==> src/rtl/watch_set_ctrl.sv <==
// Time-set controller: freezes the watch counter while hours/minutes are edited
// and writes the result back through a one-cycle load strobe.
module watch_set_ctrl #(
  parameter int unsigned TIMEOUT_S = 30
) (
  input  logic       clk_100MHz_i,
  input  logic       reset_n_i,
  input  logic       seconds_pulse_i,
  input  logic       mode_btn_i,
  input  logic       inc_btn_i,
  input  logic       dec_btn_i,
  input  logic [4:0] hours_i,
  input  logic [5:0] minutes_i,
  output logic       count_enable_o,
  output logic       load_time_o,
  output logic [6:0] load_seconds_o,
  output logic [5:0] load_minutes_o,
  output logic [4:0] load_hours_o,
  output logic [4:0] disp_hours_o,
  output logic [5:0] disp_minutes_o,
  output logic       editing_hours_o,
  output logic       editing_minutes_o,
  output logic       blink_o
);

  typedef enum logic [1:0] {
    StRun    = 2'd0,
    StSetH   = 2'd1,
    StSetM   = 2'd2,
    StCommit = 2'd3
  } state_e;

  localparam logic [5:0] IdleLast = 6'(TIMEOUT_S - 1);

  state_e     state_q, state_d;
  logic [4:0] edit_h_q, edit_h_d;
  logic [5:0] edit_m_q, edit_m_d;
  logic [5:0] idle_q, idle_d;
  logic       blink_q, blink_d;
  logic [4:0] load_h_q, load_h_d;
  logic [5:0] load_m_q, load_m_d;

  logic any_btn, step_up, step_dn;

  assign any_btn = mode_btn_i | inc_btn_i | dec_btn_i;
  assign step_up = inc_btn_i & ~dec_btn_i;
  assign step_dn = dec_btn_i & ~inc_btn_i;

  always_comb begin
    state_d  = state_q;
    edit_h_d = edit_h_q;
    edit_m_d = edit_m_q;
    idle_d   = idle_q;
    blink_d  = blink_q;
    load_h_d = load_h_q;
    load_m_d = load_m_q;

    unique case (state_q)
      StRun: begin
        if (mode_btn_i) begin
          state_d  = StSetH;
          edit_h_d = hours_i;
          edit_m_d = minutes_i;
          idle_d   = '0;
          blink_d  = 1'b1;
        end
      end
      StSetH, StSetM: begin
        if (seconds_pulse_i) begin
          blink_d = ~blink_q;
        end
        // Any button, even an ignored inc+dec pair, counts as activity.
        if (mode_btn_i) begin
          idle_d = '0;
          if (state_q == StSetH) begin
            state_d = StSetM;
          end else begin
            state_d  = StCommit;
            load_h_d = edit_h_q;
            load_m_d = edit_m_q;
          end
        end else if (any_btn) begin
          idle_d = '0;
          if (state_q == StSetH) begin
            if (step_up) edit_h_d = (edit_h_q == 5'd23) ? 5'd0 : edit_h_q + 5'd1;
            if (step_dn) edit_h_d = (edit_h_q == 5'd0) ? 5'd23 : edit_h_q - 5'd1;
          end else begin
            if (step_up) edit_m_d = (edit_m_q == 6'd59) ? 6'd0 : edit_m_q + 6'd1;
            if (step_dn) edit_m_d = (edit_m_q == 6'd0) ? 6'd59 : edit_m_q - 6'd1;
          end
        end else if (seconds_pulse_i) begin
          if (idle_q == IdleLast) begin
            state_d = StRun;
            idle_d  = '0;
          end else begin
            idle_d = idle_q + 6'd1;
          end
        end
      end
      StCommit: begin
        state_d = StRun;
      end
      default: state_d = StRun;
    endcase

    if (state_d == StRun || state_d == StCommit) begin
      blink_d = 1'b0;
    end
  end

  always_ff @(posedge clk_100MHz_i or negedge reset_n_i) begin
    if (!reset_n_i) begin
      state_q  <= StRun;
      edit_h_q <= '0;
      edit_m_q <= '0;
      idle_q   <= '0;
      blink_q  <= 1'b0;
      load_h_q <= '0;
      load_m_q <= '0;
    end else begin
      state_q  <= state_d;
      edit_h_q <= edit_h_d;
      edit_m_q <= edit_m_d;
      idle_q   <= idle_d;
      blink_q  <= blink_d;
      load_h_q <= load_h_d;
      load_m_q <= load_m_d;
    end
  end

  always_comb begin
    count_enable_o    = (state_q == StRun);
    load_time_o       = (state_q == StCommit);
    editing_hours_o   = (state_q == StSetH);
    editing_minutes_o = (state_q == StSetM);
    load_seconds_o    = '0;
    load_hours_o      = load_h_q;
    load_minutes_o    = load_m_q;
    blink_o           = blink_q;
    if (state_q == StRun) begin
      disp_hours_o   = hours_i;
      disp_minutes_o = minutes_i;
    end else begin
      disp_hours_o   = edit_h_q;
      disp_minutes_o = edit_m_q;
    end
  end

endmodule

==> config.mk <==
export PLATFORM = sky130hd
export DESIGN_NAME = watch_set_ctrl
export DESIGN_NICKNAME = d
export VERILOG_FILES = /design/src/rtl/watch_set_ctrl.sv
export SDC_FILE = /design/constraint.sdc
export NUM_CORES = 1
export LEC_CHECK = 0
export ABC_AREA = 1
export BUFFER_PORTS_ARGS = -buffer_cell sky130_fd_sc_hd__buf_2
export CELL_PAD_IN_SITES_DETAIL_PLACEMENT = 0
export CELL_PAD_IN_SITES_GLOBAL_PLACEMENT = 1
export CORE_MARGIN = 2
export CORE_UTILIZATION = 41
export CTS_CLUSTER_DIAMETER = 120
export DETAILED_ROUTE_END_ITERATION = 10
export PLACE_DENSITY_LB_ADDON = 0.1
export SETUP_SLACK_MARGIN = 0.2
export SYNTH_ARGS = -nofsm -noshare
export SYNTH_HDL_FRONTEND = slang
export SYNTH_SLANG_ARGS = --single-unit
==> constraint.sdc <==
create_clock -name clk_100MHz_i -period 5 [get_ports clk_100MHz_i]
set_clock_uncertainty 0.1 [all_clocks]
set_input_delay 0.25 -clock clk_100MHz_i [delete_from_list [all_inputs] [get_ports clk_100MHz_i]]
set_output_delay 0.25 -clock clk_100MHz_i [all_outputs]
set_load 0.02 [all_outputs]
==> results of run 1 <==
==> final timing paths <==
path	startpoint	endpoint	slack, ps
hold reg to reg	load_hours_o[3]	load_hours_o[3]	380
hold / removal	hours_i[2]	edit_h_q[2]	130
min in group asynchronous	reset_n_i	load_hours_o[4]	450
setup / recovery	state_q[0]	blink_o	2290
max in group asynchronous	reset_n_i	blink_o	3890
setup reg to reg	state_q[0]	blink_o	2290
==> through the flow <==
step	worst slack (ps)	hold WS (ps)	area [um2]	utilization, %
after floorplan	3080	-146	2220	-
after global placement	2390	257	2420	47.1
after detailed placement	2300	246	2420	47.1
after CTS	2300	121	2510	48.8
after global routing	2020	161	2510	48.8
final	2290	127	2510	48.8
==> placed cells by master (no fill, tap or decap), drive strengths merged <==
cell	instances
inv	29
mux2i	1
o31ai	1
o211ai	2
nor3b	1
clkinv	4
dfrtp	31
nor3	3
o22ai	4
xor2	10
nor2	31
nor4	1
conb	7
buf	43
o211a	1
a21oi	11
nand3	23
a22oi	2
ha	12
o21ai	37
nand2	73
dlygate4sd3	1
a31oi	2
nand4	4
clkbuf	7
==> synth_stat cells, drive strengths merged <==
cell type,n
o31ai,1
buf,12
nor3b,1
clkbuf,5
a21oi,11
mux2i,1
o211a,1
conb,1
nor4,1
a31oi,2
clkinv,3
nor2,31
nor3,3
o22ai,4
dfrtp,31
xor2,10
a22oi,2
o21ai,37
ha,12
nand4,4
nand3,23
o211ai,2
inv,29
nand2,73
==> repair_timing <==
item	CTS	global route
hold buffers	1	0
hold endpoints to repair	31	0
resized for setup	0	0
==> flip-flops by register name (all words and copies together), names as in the netlist <==
name	flops
load_minutes_o	6
blink_o	1
edit_h_q	5
load_hours_o	5
edit_m_q	6
state_q	2
idle_q	6
==> power by group through the flow <==
| stage | logic, mW | registers (mW) | clock network, mW |
|---|---|---|---|
| finish | 1.12 | 0.442 | 0.188 |
| global route | 1.28 | 0.458 | 0.212 |
| CTS | 1.14 | 0.441 | 0.196 |
| global placement | 1.13 | 0.445 | 0 |
| floorplan | 0.836 | 0.482 | 0 |
| detailed placement | 1.13 | 0.445 | 0 |
==> routing by layer <==
| metal | vias up | part of all wire, % | GRT usage, % |
|---|---|---|---|
| li1 | 1046 | - | - |
| met1 | 881 | 51 | 25.1 |
| met2 | 41 | 43 | 28.3 |
| met3 | 8 | 4.4 | 4.00 |
| met4 | 0 | 1.2 | 5.36 |
| met5 | - | 0 | 0 |
==> final cells by class <==
cell class | instances | area [um2] | share of cell area (%)
clock inverters | 1 | 5.00 | 0.199
well taps | 70 | 87.6 | 3.49
flip-flops and latches | 31 | 776 | 30.9
multi-input cells | 226 | 1220 | 48.5
inverters | 32 | 124 | 4.94
repair buffers | 44 | 225 | 8.97
clock buffers | 7 | 76.3 | 3.04
==> cell families after synthesis <==
group           after synthesis
simple gates                136
compound gates               60
buf+inv                      49
flops                        31
fa+ha+maj                    12
xor+xnor                     10
other cells                   1
mux                           1
==> worst max-delay path, delay by kind of cell, from the launching register on <==
| family | cells | cell delay (ps) |
|---|---|---|
| AOI/OAI and AO/OA | 1 | 250 |
| and+or+nand+nor | 6 | 880 |
| DFF | 1 | 390 |
| buffers and inverters | 2 | 410 |
| adders and majority gates | 1 | 560 |
==> results.toml, run 1 <==
[floorplan]
floorplan.die.width_um = 77.2
die-area_mm2 = 0.00597
initial_core_util_pct = 42.8
die_h_um = 77.2
core_mm2 = 0.00514
io_pins = 51
rows = 26

[logic_synthesis]
muxShareOfSynthArea_pct = 0.455
yosysTopAreaCell = "dfrtp_1"
synth_top_area_share_pct = 35.3
avgSynthCellArea_um2 = 7.33
synthTopCellsByArea = "dfrtp_1, nand2_1, o21ai_0"
yosys.area_share.simple_pct = 28.0
syn_inst = 300
synthAdderAreaFrac_pct = 6.83
synth_top_family_by_area = "simple AND/OR/NAND/NOR gates"
synth_compound_area_share_pct = 14.8
yosysUniqueCellTypes = 35
ys_ff_latch = 31
seq_area_frac_synth_pct = 35.3
netlist_area_mm2 = 0.00220
ys_warn_count = 0
yosys.area_share.xor_xnor_pct = 3.98

[final_layout]
area_delta_synth_final_pct = 14.1
fin_cells = 411
nNetsFinal = 369
antennaDiodeCount = 0
drive_gt1_share_pct = 19.6
fillers = 542

[sta]
finalHoldViolCount = 0
max_slew_margin_pct = 39.8
worstMarginPinSlew_ps = 903
rsz0062_at_grt = "no"
setup_tns_ps = 0
fmax_mhz = 370
min_period_ps = 2710
finalCritPeriodShare_pct = 54.1
setup_violations = 0
slew_viol_final = 0

[global_route]
grt_max_degree = 32
overflow = 0
track_usage_pct = 18.1
grt_antenna_before_repair = 0
grt_pass1_wl_um = 8670
first_global_vias = 1841

[detailed_routing]
drc = 0
vias_per_cell = 4.81
drt_first_pass_iters = 4
drt_iter0_drc = 83
wl_um = 5000
ant_nets = 0
wl_per_cell_um = 12.2
vias = 1976

[clocking]
cts_buffer_depth = 2
root_buffer = "clkbuf_8"
clock_sinks = 31
htreeDepth = 2
cts_buffers = 5
clock_latency_ps = 280
cts_tree = "built"
postCtsSetupBuffers = 0
clkTransAtPathRegs_ps = 60

[min_path]
hold_path.class = "in -> reg"
hold_depth = 3

[worst_setup_path]
endpoint_kind = "register"
cp.required_ps = 5070
critPathSlowestCell = "ha_1"
crit_path_max_fanout = 23
critPathLaunchType = "register"
critical_path_arrival_ps = 2780
path_cells = "inv_1 -> ha_1 -> inv_2 -> nor2_2 -> nand2_1 -> nand2_1 -> a21oi_1 -> nand3_1 -> nand2_1 -> nor2_1"
worstSetupPathType = "reg -> reg"
worst_path_most_repeated_cell = "nand2_1"
worst_path_largest_cell_delay_ps = 560
r2r_cells = 10

[power_and_ir_drop]
p_comb_share_pct = 64.1
switching_share_pct = 52.8
powerDensity_mw_per_mm2 = 698
peakVddDrop_uv = 444
p_seq_share_pct = 25.2
switchingPower_mw = 0.926
p_leak_nw = 1.27
p_int_mw = 0.827
report.power.total_mw = 1.75
pwr-share-clk_pct = 10.7

[status]
outcome = "complete, no violations"

[placed_design]
dp_hpwl_um = 3700
numPortBuffers = 43
dp.cells = 402
place.gp.congestion = 0.845

[run]
maxCapViolations = 0
(Power assumes the default switching activity.)
==> run 2: changes to the inputs <==
Settings changed: CORE_UTILIZATION 41 to 39.
Clock period 5 ns to 2.8 ns, I/O delays scaled along.
==> results.toml, run 2 (synthesis gave the netlist of run 1 again) <==
[power_and_ir_drop]
switching_share_pct = 52.6
p_int_mw = 1.52
pwr-share-clk_pct = 11.2
peakVddDrop_uv = 761
powerDensity_mw_per_mm2 = 1260
p_seq_share_pct = 24.7
p_comb_share_pct = 64.1
p_leak_nw = 1.30
switchingPower_mw = 1.69

[run]
maxCapViolations = 0

[sta]
finalHoldViolCount = 0
setup_violations = 0
setup_tns_ps = 0
finalCritPeriodShare_pct = 69.9
min_period_ps = 1960
worstMarginPinSlew_ps = 738
max_slew_margin_pct = 50.8
fmax_mhz = 511
rsz0062_at_grt = "no"
slew_viol_final = 0

[clocking]
cts_tree = "built"
clock_sinks = 31
clkTransAtPathRegs_ps = 70
htreeDepth = 2
root_buffer = "clkbuf_8"
cts_buffers = 5
cts_buffer_depth = 2
clock_latency_ps = 280

[floorplan]
initial_core_util_pct = 40.2
core_mm2 = 0.00547
rows = 27
io_pins = 51
floorplan.die.width_um = 79.1
die-area_mm2 = 0.00626
die_h_um = 79.1

[detailed_routing]
vias_per_cell = 4.89
drt_first_pass_iters = 4
wl_um = 5250
vias = 2036
wl_per_cell_um = 12.6
ant_nets = 0
drt_iter0_drc = 133
drc = 0

[global_route]
track_usage_pct = 18.3
grt_antenna_before_repair = 0
overflow = 0
first_global_vias = 1900
grt_max_degree = 32
grt_pass1_wl_um = 9020

[final_layout]
nNetsFinal = 373
area_delta_synth_final_pct = 15.9
antennaDiodeCount = 0
final_common_cell = "nand2_1"
final_cell_mix = "nand2_1, buf_2, o21ai_0, dfrtp_1, nor2_1"
drive_gt1_share_pct = 20.9
fin_cells = 416

[placed_design]
dp.cells = 408
place.gp.congestion = 0.835
numPortBuffers = 43
dp_hpwl_um = 3890

[worst_setup_path]
cp.required_ps = 2560
critPathLaunchType = "register"
crit_path_max_fanout = 24
critical_path_arrival_ps = 1720
worstSetupPathType = "reg -> out"
endpoint_kind = "output port"

[status]
outcome = "complete, no violations"

[min_path]
hold_path.class = "in -> reg"
==> run 2: cell count changes in the layout (fill, tap and decap cells not counted), sizes merged <==
cell and delta:
clkbuf -1, buf +4
==> run 2: worst paths after layout <==
kind / from / to / slack (ps) / cells past startpoint
worst max-delay path: state_q[0] / disp_minutes_o[0] / 840 / 6
worst min-delay path: hours_i[1] / edit_h_q[1] / 30 / 3
worst max register to register: state_q[0] / edit_h_q[2] / 870 / 10
worst min register to register: load_minutes_o[3] / load_minutes_o[3] / 380 / 2
max in group asynchronous: reset_n_i / load_minutes_o[3] / 1770 / 2
min in group asynchronous: reset_n_i / load_hours_o[4] / 350 / 2
==> run 2: area by class of cell <==
| cell class | instances | area, um2 |
|---|---|---|
| fillers | 604 | 2920 |
| clock buffers | 6 | 82.6 |
| repair buffers | 48 | 255 |
| clock inverters | 1 | 5.00 |
| well taps | 72 | 90.1 |
| multi-input cells | 226 | 1220 |
| inverters | 32 | 124 |
| flip-flops and latches | 31 | 776 |
==> run 2: through the flow <==
| step | total power [mW] | util (%) | hold WS (ps) | area [um2] | worst slack [ps] |
|---|---|---|---|---|---|
| finish | 3.21 | 46.6 | 30.6 | 2550 | 844 |
| global route | 3.55 | 46.6 | 32.2 | 2550 | 584 |
| CTS | 3.24 | 46.6 | 24.8 | 2550 | 834 |
| detailed placement | 2.86 | 44.8 | 153 | 2450 | 874 |
| global placement | 2.85 | 44.8 | 152 | 2450 | 960 |
| floorplan | 2.35 | - | -256 | 2220 | 986 |
==> run 2: repair_timing <==
item	CTS	global route
hold buffers	1	0
resized for setup	0	0
endpoints found under the hold margin	31	0
setup buffers	0	0
==> run 2: per-layer routing <==
metal  vias to the layer above  track usage [%]  share of wire (%)
met5                         -                0                  0
met4                         0             6.03                1.3
met2                        51             29.2                 44
met1                       919             24.6                 49
li1                       1058                -                  -
met3                         8             4.20                5.1
==> run 2: critical path: stages, from the launching register on <==
cell     delay, ps
dfrtp_1        410
inv_1          110
ha_1           240
buf_4          280
nand2_1         80
o21ai_0        100
buf_2          210
==> run 2: power groups by stage <==
stage,Clock [mW],Combinational [mW],Sequential [mW]
2_1_floorplan,0,1.49,0.860
3_3_place_gp,0,2.06,0.792
3_5_place_dp,0,2.06,0.796
4_1_cts,0.374,2.07,0.789
5_1_grt,0.395,2.34,0.819
6_report,0.360,2.06,0.793
==> run 3: changes to the inputs <==
Settings changed: CORE_UTILIZATION 39 to 35.
Clock period 2.8 ns to 1.7 ns, I/O delays scaled along.
==> results.toml, run 3 (synthesis gave the netlist of run 1 again) <==
[sta]
holdWs_ps = 32.2
min_period_ps = 1620
rsz0062_at_grt = "yes"
max_slew_margin_pct = 50.7
worstMarginPinSlew_ps = 740
slew_viol_final = 0
fmax_mhz = 618
setup_violations = 0
finalCritPeriodShare_pct = 95.2
setup_tns_ps = 0
finalHoldViolCount = 0

[power_and_ir_drop]
p_leak_nw = 1.50
powerDensity_mw_per_mm2 = 2180
switchingPower_mw = 3.32
p_int_mw = 3.39
pwr-share-clk_pct = 8.9
switching_share_pct = 49.5
peakVddDrop_uv = 1310
p_seq_share_pct = 19.1
p_comb_share_pct = 72.0

[final_layout]
antennaDiodeCount = 0
final_cell_mix = "nand2_1, buf_2, dfrtp_1, buf_4"
design_area_mm2 = 0.00308
nNetsFinal = 398
regArea_um2 = 776
final_common_cell = "nand2_1"
drive_gt1_share_pct = 37.9
area_delta_synth_final_pct = 39.8
fillers = 607
fin_util_pct = 51.3
multiInputGateArea_mm2 = 0.00142

[worst_setup_path]
critPathLaunchType = "register"
crit_path_max_fanout = 7
r2r_cells = 11
worstSetupPathType = "reg -> out"
critical_path_arrival_ps = 1430
cp.required_ps = 1510
endpoint_kind = "output port"

[floorplan]
die_h_um = 83.3
initial_core_util_pct = 36.7
core_mm2 = 0.00599
io_pins = 51
floorplan.die.width_um = 83.3
rows = 28
die-area_mm2 = 0.00693

[status]
outcome = "complete, no violations"

[clocking]
root_buffer = "clkbuf_8"
cts_buffers = 5
clock_latency_ps = 280
htreeDepth = 2
cts_tree = "built"
cts_buffer_depth = 2
clkTransAtPathRegs_ps = 70
clock_sinks = 31

[detailed_routing]
vias_per_cell = 4.84
drt_first_pass_iters = 4
drt_iter0_drc = 80
vias = 2148
wl_per_cell_um = 13.7
drc = 0
ant_nets = 0
wl_um = 6070

[global_route]
overflow = 0
use_met1_pct = 24.9
track_usage_pct = 18.3
grt_max_degree = 32
use_met2_pct = 29.8
busiest_layer = "met2"
grt_antenna_before_repair = 0
grt_pass1_wl_um = 10300
grt_util_met3_pct = 3.58
first_global_vias = 2077

[placed_design]
dpl_cell_area_mm2 = 0.00260
numPortBuffers = 43
place.gp.congestion = 0.847
dp_hpwl_um = 4380

[min_path]
hold_depth = 3
hold_path.class = "in -> reg"

[run]
maxCapViolations = 0
## run 3: stage by stage
step	setup slack (ps)	cells	power (mW)
after floorplan	87.5	306	4.17
after global placement	37.3	422	5.15
after detailed placement	54.0	422	5.17
after CTS	79.8	440	6.53
after global routing	-17.8	444	7.31
final	80.8	444	6.71
## run 3: critical path: stages (launching register included)
cell	delay (ps)
dfrtp_1	390
inv_2	80
ha_4	220
buf_8	170
nand2_2	50
o21ai_1	80
buf_4	160
## run 3: layout make-up
type / instances / share of cell area (%)
Multi-Input combinational cell: 226 / 46.3
Sequential cell: 31 / 25.2
Timing Repair Buffer: 73 / 17.9
Inverter: 32 / 4.72
Tap cell: 75 / 3.05
Clock buffer: 6 / 2.69
Clock inverter: 1 / 0.163
## run 3: worst paths after layout
| path | from | slack [ps] | to |
|---|---|---|---|
| worst max register to register | state_q[1] | 80 | idle_q[5] |
| worst max-delay path | state_q[0] | 80 | disp_hours_o[1] |
| worst min-delay path | hours_i[2] | 30 | edit_h_q[2] |
| worst min register to register | load_minutes_o[4] | 390 | load_minutes_o[4] |
| max in group asynchronous | reset_n_i | 720 | blink_o |
| min in group asynchronous | reset_n_i | 300 | load_hours_o[4] |
## run 3: metal layers
| metal | up-vias | wire (um) |
|---|---|---|
| li1 | 1111 | - |
| met1 | 985 | 2940 |
| met2 | 50 | 2880 |
| met3 | 2 | 225 |
| met4 | 0 | 19 |
| met5 | - | 0 |
## run 3: timing repair
action / 4_1_cts / 5_1_grt
setup buffers: 5 / 4
gates cloned: 2 / 0
pin swaps: 11 / 6
setup endpoints to repair: 39 / 44
gates resized for setup: 52 / 26
hold endpoints to repair: 34 / 0
hold buffers: 4 / 0
## run 3: power groups by stage
| stage | Clock (mW) | Sequential, mW | Combinational, mW |
|---|---|---|---|
| 6_report | 0.595 | 1.29 | 4.83 |
| 5_1_grt | 0.660 | 1.33 | 5.32 |
| 4_1_cts | 0.628 | 1.29 | 4.61 |
| 3_5_place_dp | 0 | 1.31 | 3.86 |
| 3_3_place_gp | 0 | 1.30 | 3.85 |
| 2_1_floorplan | 0 | 1.42 | 2.75 |
